$ cat src/rtl/dmem_wait_responder.sv
// Word-addressed data-memory responder: accepts one access at a time, holds it
// for LATENCY wait cycles, then completes with a one-cycle done pulse.
module dmem_wait_responder #(
  parameter int AW_WORDS = 6,
  parameter int LATENCY  = 2
) (
  input  logic        clk,
  input  logic        reset,
  input  logic        req,
  input  logic        we,
  input  logic [31:0] addr,
  input  logic [31:0] wdata,
  output logic        ready,
  output logic        done,
  output logic [31:0] rdata,
  output logic        err
);

  localparam int         DEPTH    = 1 << AW_WORDS;
  localparam logic [3:0] CNT_LOAD = 4'(LATENCY - 1);

  typedef enum logic [1:0] {
    IDLE,
    WAIT,
    DONE
  } state_t;

  state_t      state_q, state_d;
  logic [3:0]  cnt_q, cnt_d;
  logic        we_q, we_d;
  logic [31:0] addr_q, addr_d;
  logic [31:0] wdata_q, wdata_d;
  logic [31:0] rdata_q, rdata_d;
  logic        err_q, err_d;

  logic [31:0]         mem [DEPTH];
  logic [31:0]         ram_rd_q;
  logic [AW_WORDS-1:0] acc_idx;
  logic [AW_WORDS-1:0] rd_idx;
  logic                access;
  logic                acc_valid;
  logic                mem_we;

  assign acc_idx   = addr_q[AW_WORDS+1:2];
  assign acc_valid = (addr_q[1:0] == 2'b00) && ((addr_q >> (AW_WORDS + 2)) == 32'd0);
  assign access    = (state_q == WAIT) && (cnt_q == 4'd0);
  assign mem_we    = access && acc_valid && we_q;

  // The array is read one edge ahead of the access: from the live address on
  // the accepting edge, then from the captured address while waiting. Only
  // the in-flight request can write, so the prefetched word is never stale.
  assign rd_idx = (state_q == IDLE) ? addr[AW_WORDS+1:2] : acc_idx;

  always_ff @(posedge clk) begin
    if (mem_we) begin
      mem[acc_idx] <= wdata_q;
    end
    ram_rd_q <= mem[rd_idx];
  end

  always_comb begin
    state_d = state_q;
    cnt_d   = cnt_q;
    we_d    = we_q;
    addr_d  = addr_q;
    wdata_d = wdata_q;
    rdata_d = rdata_q;
    err_d   = err_q;
    unique case (state_q)
      IDLE: begin
        if (req) begin
          we_d    = we;
          addr_d  = addr;
          wdata_d = wdata;
          cnt_d   = CNT_LOAD;
          state_d = WAIT;
        end
      end
      WAIT: begin
        if (cnt_q != 4'd0) begin
          cnt_d = cnt_q - 4'd1;
        end else begin
          state_d = DONE;
          if (!acc_valid) begin
            rdata_d = 32'd0;
            err_d   = 1'b1;
          end else begin
            err_d = 1'b0;
            if (!we_q) begin
              rdata_d = ram_rd_q;
            end
          end
        end
      end
      DONE: begin
        state_d = IDLE;
      end
      default: begin
        state_d = IDLE;
      end
    endcase
  end

  // A reset while waiting drops the captured request, so a pending write never commits.
  always_ff @(posedge clk or negedge reset) begin
    if (!reset) begin
      state_q <= IDLE;
      cnt_q   <= 4'd0;
      we_q    <= 1'b0;
      addr_q  <= 32'd0;
      wdata_q <= 32'd0;
      rdata_q <= 32'd0;
      err_q   <= 1'b0;
    end else begin
      state_q <= state_d;
      cnt_q   <= cnt_d;
      we_q    <= we_d;
      addr_q  <= addr_d;
      wdata_q <= wdata_d;
      rdata_q <= rdata_d;
      err_q   <= err_d;
    end
  end

  assign ready = (state_q == IDLE);
  assign done  = (state_q == DONE);
  assign rdata = rdata_q;
  assign err   = err_q;

endmodule

$ cat config.mk
export PLATFORM = sky130hd
export DESIGN_NAME = dmem_wait_responder
export DESIGN_NICKNAME = d
export VERILOG_FILES = /design/src/rtl/dmem_wait_responder.sv
export SDC_FILE = /design/constraint.sdc
export NUM_CORES = 2
export LEC_CHECK = 0
export ABC_AREA = 1
export BUFFER_PORTS_ARGS = -buffer_cell sky130_fd_sc_hd__buf_2
export CORE_MARGIN = 1
export CORE_UTILIZATION = 57
export DETAILED_ROUTE_END_ITERATION = 6
export PLACE_DENSITY = 0.75
export SYNTH_ARGS = -nofsm -noshare
export SYNTH_HDL_FRONTEND = slang
export SYNTH_SLANG_ARGS = --single-unit
$ cat constraint.sdc
create_clock -name clk -period 6.86 [get_ports clk]
set_input_delay 1.372 -clock clk [delete_from_list [all_inputs] [get_ports clk]]
set_output_delay 1.372 -clock clk [all_outputs]
set_load 0.1 [all_outputs]
# --- Word level (Yosys, flattened, before mapping) ---
# Memories as Yosys holds them, arrays and structs flattened. A register that Yosys moved wholly into a read port is not among the register bits.
# Index checks and enable logic that the tools add are counted.
totals:
  input_bits: 68
  ram_bits: 2048
  memories: 1
  register_bits: 104
mem_list:
  columns: ["memory", "depth", "width", "rd", "rd_ports_with_merged_regs", "write_ports", "line", "text"]
  rows:
  - ["mem", 64, 32, 1, 1, 1, "36", "logic [31:0] mem [DEPTH];"]
op_classes:
  muxes: 12
  bitwise_logic: 1
  eq_ne: 6
  n_reduce_logical: 15
  add_sub_neg: 1
ops:
  columns: ["op", "count"]
  rows:
  - ["32-bit 2-to-1 mux", 2]
  - ["32-bit logical NOT", 1]
  - ["4-bit 2-to-1 mux", 2]
  - ["4-bit one-hot mux with 2 select lines", 1]
  - ["6-bit 2-to-1 mux", 1]
  - ["2-bit != test, second input constant", 3]
  - ["2-bit AND reduction", 3]
  - ["3-bit AND reduction", 2]
  - ["1-bit logical AND", 4]
  - ["2-bit logical NOT", 2]
  - ["4-bit logical NOT", 1]
  - ["2-bit 2-to-1 mux", 2]
  - ["2-bit one-hot mux with 2 select lines", 1]
  - ["4-bit nonzero test", 1]
  - ["4-bit by 1-bit subtractor with 4-bit output, second input constant", 1]
  - ["1-bit 2-to-1 mux", 3]
  - ["2-bit by 1-bit equality test with 1-bit output, second input constant", 1]
  - ["2-bit equality test, second input constant", 1]
  - ["2-bit by 1-bit != test with 1-bit output, second input constant", 1]
  - ["2-bit nonzero test", 1]
  - ["1-bit inverter", 1]

# --- Depth between registers and ports, before layout ---
depth:
  ltp_word: 6
  depth_mapped: 14
  ltp_nobuf: 12

# --- Least setup slack after synthesis ---
# Ideal clock, no wire load.
synth_path:
  path_kind: "reg2reg"
  from: "register addr_q[31]"
  to: "memory mem[10][0] (enable)"
  period_less_slack_ns: 4.074
  slack_ns: 2.786
  setup_time_ns: 0.461
  t_arrival_ns: 3.613
  n_path_buf: 1
  required_time_ns: 6.399
  stages_incl_launch_ff: 9
  path_cell_list: "dfrtp_1 -> nor2_1 -> nand2_1 -> nor3_1 -> nand4_1 -> nor2_2 -> nand4_1 -> clkbuf_1 -> nor3_1"
synth_via:
  elab_chain_len: 6
synth_lines:
  columns: ["element", "line", "text"]
  rows:
  - ["start, declared", "31", "logic [31:0] addr_q, addr_d;"]
  - ["start signal, assigned", "118", "addr_q <= addr_d;"]
  - ["32-bit logical NOT", "45", "assign acc_valid = (addr_q[1:0] == 2'b00) && ((addr_q >> (AW_WORDS + 2)) == 32'd0);"]
  - ["1-bit logical AND", "45", null]
  - ["1-bit logical AND (2 in series)", "47", "assign mem_we = access && acc_valid && we_q;"]
  - ["1-bit 2-to-1 mux", "55", "if (mem_we) begin"]
  - ["1-bit 2-to-1 mux (implied by the code)", "56", "mem[acc_idx] <= wdata_q;"]
  - ["end, declared", "36", null]
# Every way passes these cells.

# --- Worst setup path in the final report ---
layout_path:
  from: "register state_q[0]"
  to: "register ram_rd_q[3] (read register of mem)"
layout_via:
  elab_chain_len: 2
layout_lines:
  columns: ["element", "line", "text"]
  rows:
  - ["start, declared", "28", "state_t state_q, state_d;"]
  - ["start signal, assigned", "115", "state_q <= state_d;"]
  - ["2-bit logical NOT", "52", "assign rd_idx = (state_q == IDLE) ? addr[AW_WORDS+1:2] : acc_idx;"]
  - ["6-bit 2-to-1 mux", "52", null]
  - ["end, declared", "37", "logic [31:0] ram_rd_q;"]
# Every way passes these cells.
# A chain may end at the register's enable or synchronous reset.

==> metrics.md <==
| Metric | Value |
|---|---|
| Layout Nets | `9139` |
| Data required, critical path | `7.57 ns` |
| Via count | `about 66000` |
| Initial Util | `57.67%` |
| Post-Syn Area | `94300 µm²` |
| Hold EP | `rdata[16]$_DFFE_PN0P_` |
| First-pass GRT wire length | `394200 µm` |
| Number of global-route vias before repair | `64449` |
| Worst reg2reg path depth | `12` |
| Layout filler cell count | `between 10000 and 15000` |
| Setup WS pre-CTS | `1.932 ns` |
| Initial antenna violation count | `17` |
| Hold Path Stages | `2` |
| Global route overflow | `0` |
| Final wirelength | `267400 µm` |
| Clk Latency, worst-skew pair | `~0.85 ns` |
| Seq/Total Area, Yosys | `around 69%` |
| GRT Util Overall | `31.93%` |
| RSZ-0062 raised after global routing | `false` |
| Max_slew headroom | `24.33%` |
| IO buf count | `102` |
| Final setup violation count | `0` |
| Vias per cell | `5.784` |
| Final Skew | `around 0.034 ns` |
| GP Congestion | `0.8843` |
| Synth warn | `0` |
| Max FO, Critical Path | `79` |
| CTS Buf Count | `210` |
| Area Growth Syn to Fin | `10.81%` |
| DP Cell Count | `11032` |
| # clock sinks | `2184` |
| FMAX | `227.9 MHz` |
| Final Hold Slack | `0.4819 ns` |
| Final WS setup | `~2.5 ns` |
| Area of the multi-input gates | `about 20000 µm²` |
| Yosys reg bits | `2184` |
| Post-synthesis net count | `9120` |
| Critical path arrival | `5.10 ns` |
| Die area | `167100 µm²` |
| Postcts setup bufs | `0` |
| Slew @ Worst Pin | `around 1.1 ns` |
| Fin. Hold Viols | `0` |
| Worst reg2reg setup slack | `2.47 ns` |
| Failing checks | `design-rule violations` |
| WL/cell | `between 20 and 25 µm` |
| IO Count | `103` |
| Die Y | `408.7 µm` |
| Post-route cell area | `104500 µm²` |
| Final Core Density | `63.90%` |
| Post-DP Area | `a little under 100000 µm²` |
| Post_cts resized | `0` |
| Reg clk slew, reported paths | `0.06 ns` |
| Layout Cells excl Fill | `11435` |
| CTS Hold Bufs | `0` |
| Share of layout cells above drive strength 1 | `8.426%` |
| DRT iter0 DRCs | `10373` |
| Clk root buf | `clkbuf_16` |
| H-tree Lvls | `4` |
| Final ANT Viol Nets | `0` |
| Row count | `148` |
| Max Buffers Root-to-Sink | `3` |
| R2R Path Start | `state_q[0]$_DFFE_PN0P_` |
| FF-to-FF End | `ram_rd_q[3]$_DFF_P_` |
| Distinct cells, synth | `24` |
| Critical path type | `reg -> reg` |
| Final setup TNS | `0 ns` |
| Synth Instances | `~9100` |
| Final HPWL DP | `~140000 µm` |
| Status | `finished, violations left` |
| Largest net degree at the start of global routing | `135` |
| Max Cap Viol | `0` |
| Worst vdd ir | `between 0.7 and 0.8 mV` |
| First drt pass iteration count | `7` |
| Worst hold path type | `reg -> reg` |
| Total power | `49.84 mW` |
| Worst Setup End Kind | `flop` |
| Worst setup SP type | `flop` |
| Remaining DRCs | `17` |
| CTS tree | `built` |
| Max Slew Vio Count | `0` |
| Leakage | `44.17 nW` |
| Register Area | `64780 µm²` |
| Min Tclk post-route | `4.388 ns` |
| Power density cells | `477.0 nW/µm²` |
| Tcrit/Tclk final | `between 60% and 70%` |
| Mean Syn Cell Area | `between 10 and 15 µm²` |
| Die Wd | `408.7 µm` |
| Core footprint | `~160000 µm²` |
| Hold Path Origin | `rdata[16]$_DFFE_PN0P_` |
-- cell type report --
class	count	area share [%]
Timing Repair Buffer	299	2.242
Antenna cell	3	0.007185
Tap cell	2175	2.604
Clock buffer	274	5.487
Sequential cell	2184	62.00
Multi-Input combinational cell	4433	19.55
Clock inverter	125	1.124
Inverter	1942	6.988
-- critical path, cell delays in order, from the launching register on --
cell     delay [ns]
dfrtp_1        0.41
nor2_4         0.10
buf_4          0.37
nand2_8        0.42
nand2_8        0.74
buf_4          0.61
nand2_1        0.14
nand3_1        0.12
nand3_1        0.09
nand3_1        0.15
nand3_1        0.33
nand3_1        0.47
nand2_1        0.09
-- state kept, by name, indices dropped and copies added (netlist names) --
register and cells:
mem 2048, addr_q 32, ram_rd_q 32, rdata 32, wdata_q 32, cnt_q 4
state_q 2, err 1, we_q 1
-- placed cells by master, fill, tap and decap left out, types with 2 or more instances in the layout --
| master | instances |
|---|---|
| dfxtp_1 | 32 |
| dfrtp_1 | 72 |
| clkinv_1 | 44 |
| clkbuf_1 | 47 |
| nand2_2 | 2 |
| buf_4 | 170 |
| nor2_1 | 20 |
| clkinv_4 | 3 |
| nand3_1 | 2153 |
| nand4_1 | 5 |
| diode_2 | 3 |
| clkbuf_16 | 216 |
| clkinv_8 | 2 |
| nand2_1 | 2065 |
| inv_6 | 7 |
| buf_12 | 28 |
| nor3_2 | 64 |
| bufinv_16 | 20 |
| mux2_2 | 58 |
| inv_1 | 1939 |
| nor3_1 | 4 |
| dfrtp_2 | 32 |
| edfxtp_1 | 2048 |
| nor2_4 | 2 |
| clkbuf_8 | 11 |
| o21ai_4 | 7 |
| inv_16 | 2 |
| a21oi_1 | 9 |
| nand2_4 | 2 |
| nand2_8 | 3 |
| o21ai_0 | 38 |
| clkinvlp_4 | 7 |
| clkinv_2 | 41 |
| buf_2 | 101 |
-- synth_stat cells, drive strengths merged --
master	instances	share of area [%]
o21ai	45	0.25
dfxtp	32	0.68
ha	1	0.013
mux2	58	0.69
nor2	22	0.098
nor3	68	0.36
nand4	5	0.033
inv	1942	7.7
nand2	2072	8.3
a21oi	9	0.048
nand3	2153	11
clkbuf	142	0.57
buf	350	1.9
dfrtp	104	2.8
edfxtp	2048	65
-- worst max path at each step --
| stage | startpoint | to | slack, ns | depth (start not counted) |
|---|---|---|---|---|
| after global placement | addr[2] | ram_rd_q[3]$_DFF_P_ | 1.98 | 12 |
| after CTS | state_q[0]$_DFFE_PN0P_ | ram_rd_q[3]$_DFF_P_ | 2.60 | 12 |
| final | state_q[0]$_DFFE_PN0P_ | ram_rd_q[3]$_DFF_P_ | 2.47 | 12 |
| after floorplan | addr_q[31]$_DFFE_PN0P_ | mem[10][0]$_DFFE_PP_ | 2.79 | 8 |
| after detailed placement | addr[2] | ram_rd_q[3]$_DFF_P_ | 1.93 | 12 |
| after global routing | state_q[0]$_DFFE_PN0P_ | ram_rd_q[3]$_DFF_P_ | 2.40 | 12 |
-- routing by layer --
metal | GRT usage (%) | up-vias | wire [µm]
met2 | 49.28 | 4585 | 119100
met4 | 18.72 | 10 | 16990
met1 | 41.42 | 31208 | 94600
li1 | - | 29466 | -
met3 | 7.582 | 872 | 36650
met5 | 0 | - | 64
-- report_power, final --
group          internal, mW  switching, mW
logic                  4.98           15.9
registers              16.9          0.467
clock network          6.64           4.99
total                  28.5           21.4
-- cell families (layout without fill, tap and decap cells) --
| logic type | Yosys count | count (layout) | share of synthesized area, % |
|---|---|---|---|
| other | 0 | 3 | 0 |
| and+or+nand+nor | 4320 | 4320 | 20.18 |
| AOI/OAI and AO/OA | 54 | 54 | 0.3025 |
| DFF | 2184 | 2184 | 68.66 |
| muxes | 58 | 58 | 0.6926 |
| buffers and inverters | 2434 | 2640 | 10.16 |
| adders and majority gates | 1 | 1 | 0.01327 |
No activity file was read; power rests on OpenSTA's default activity.
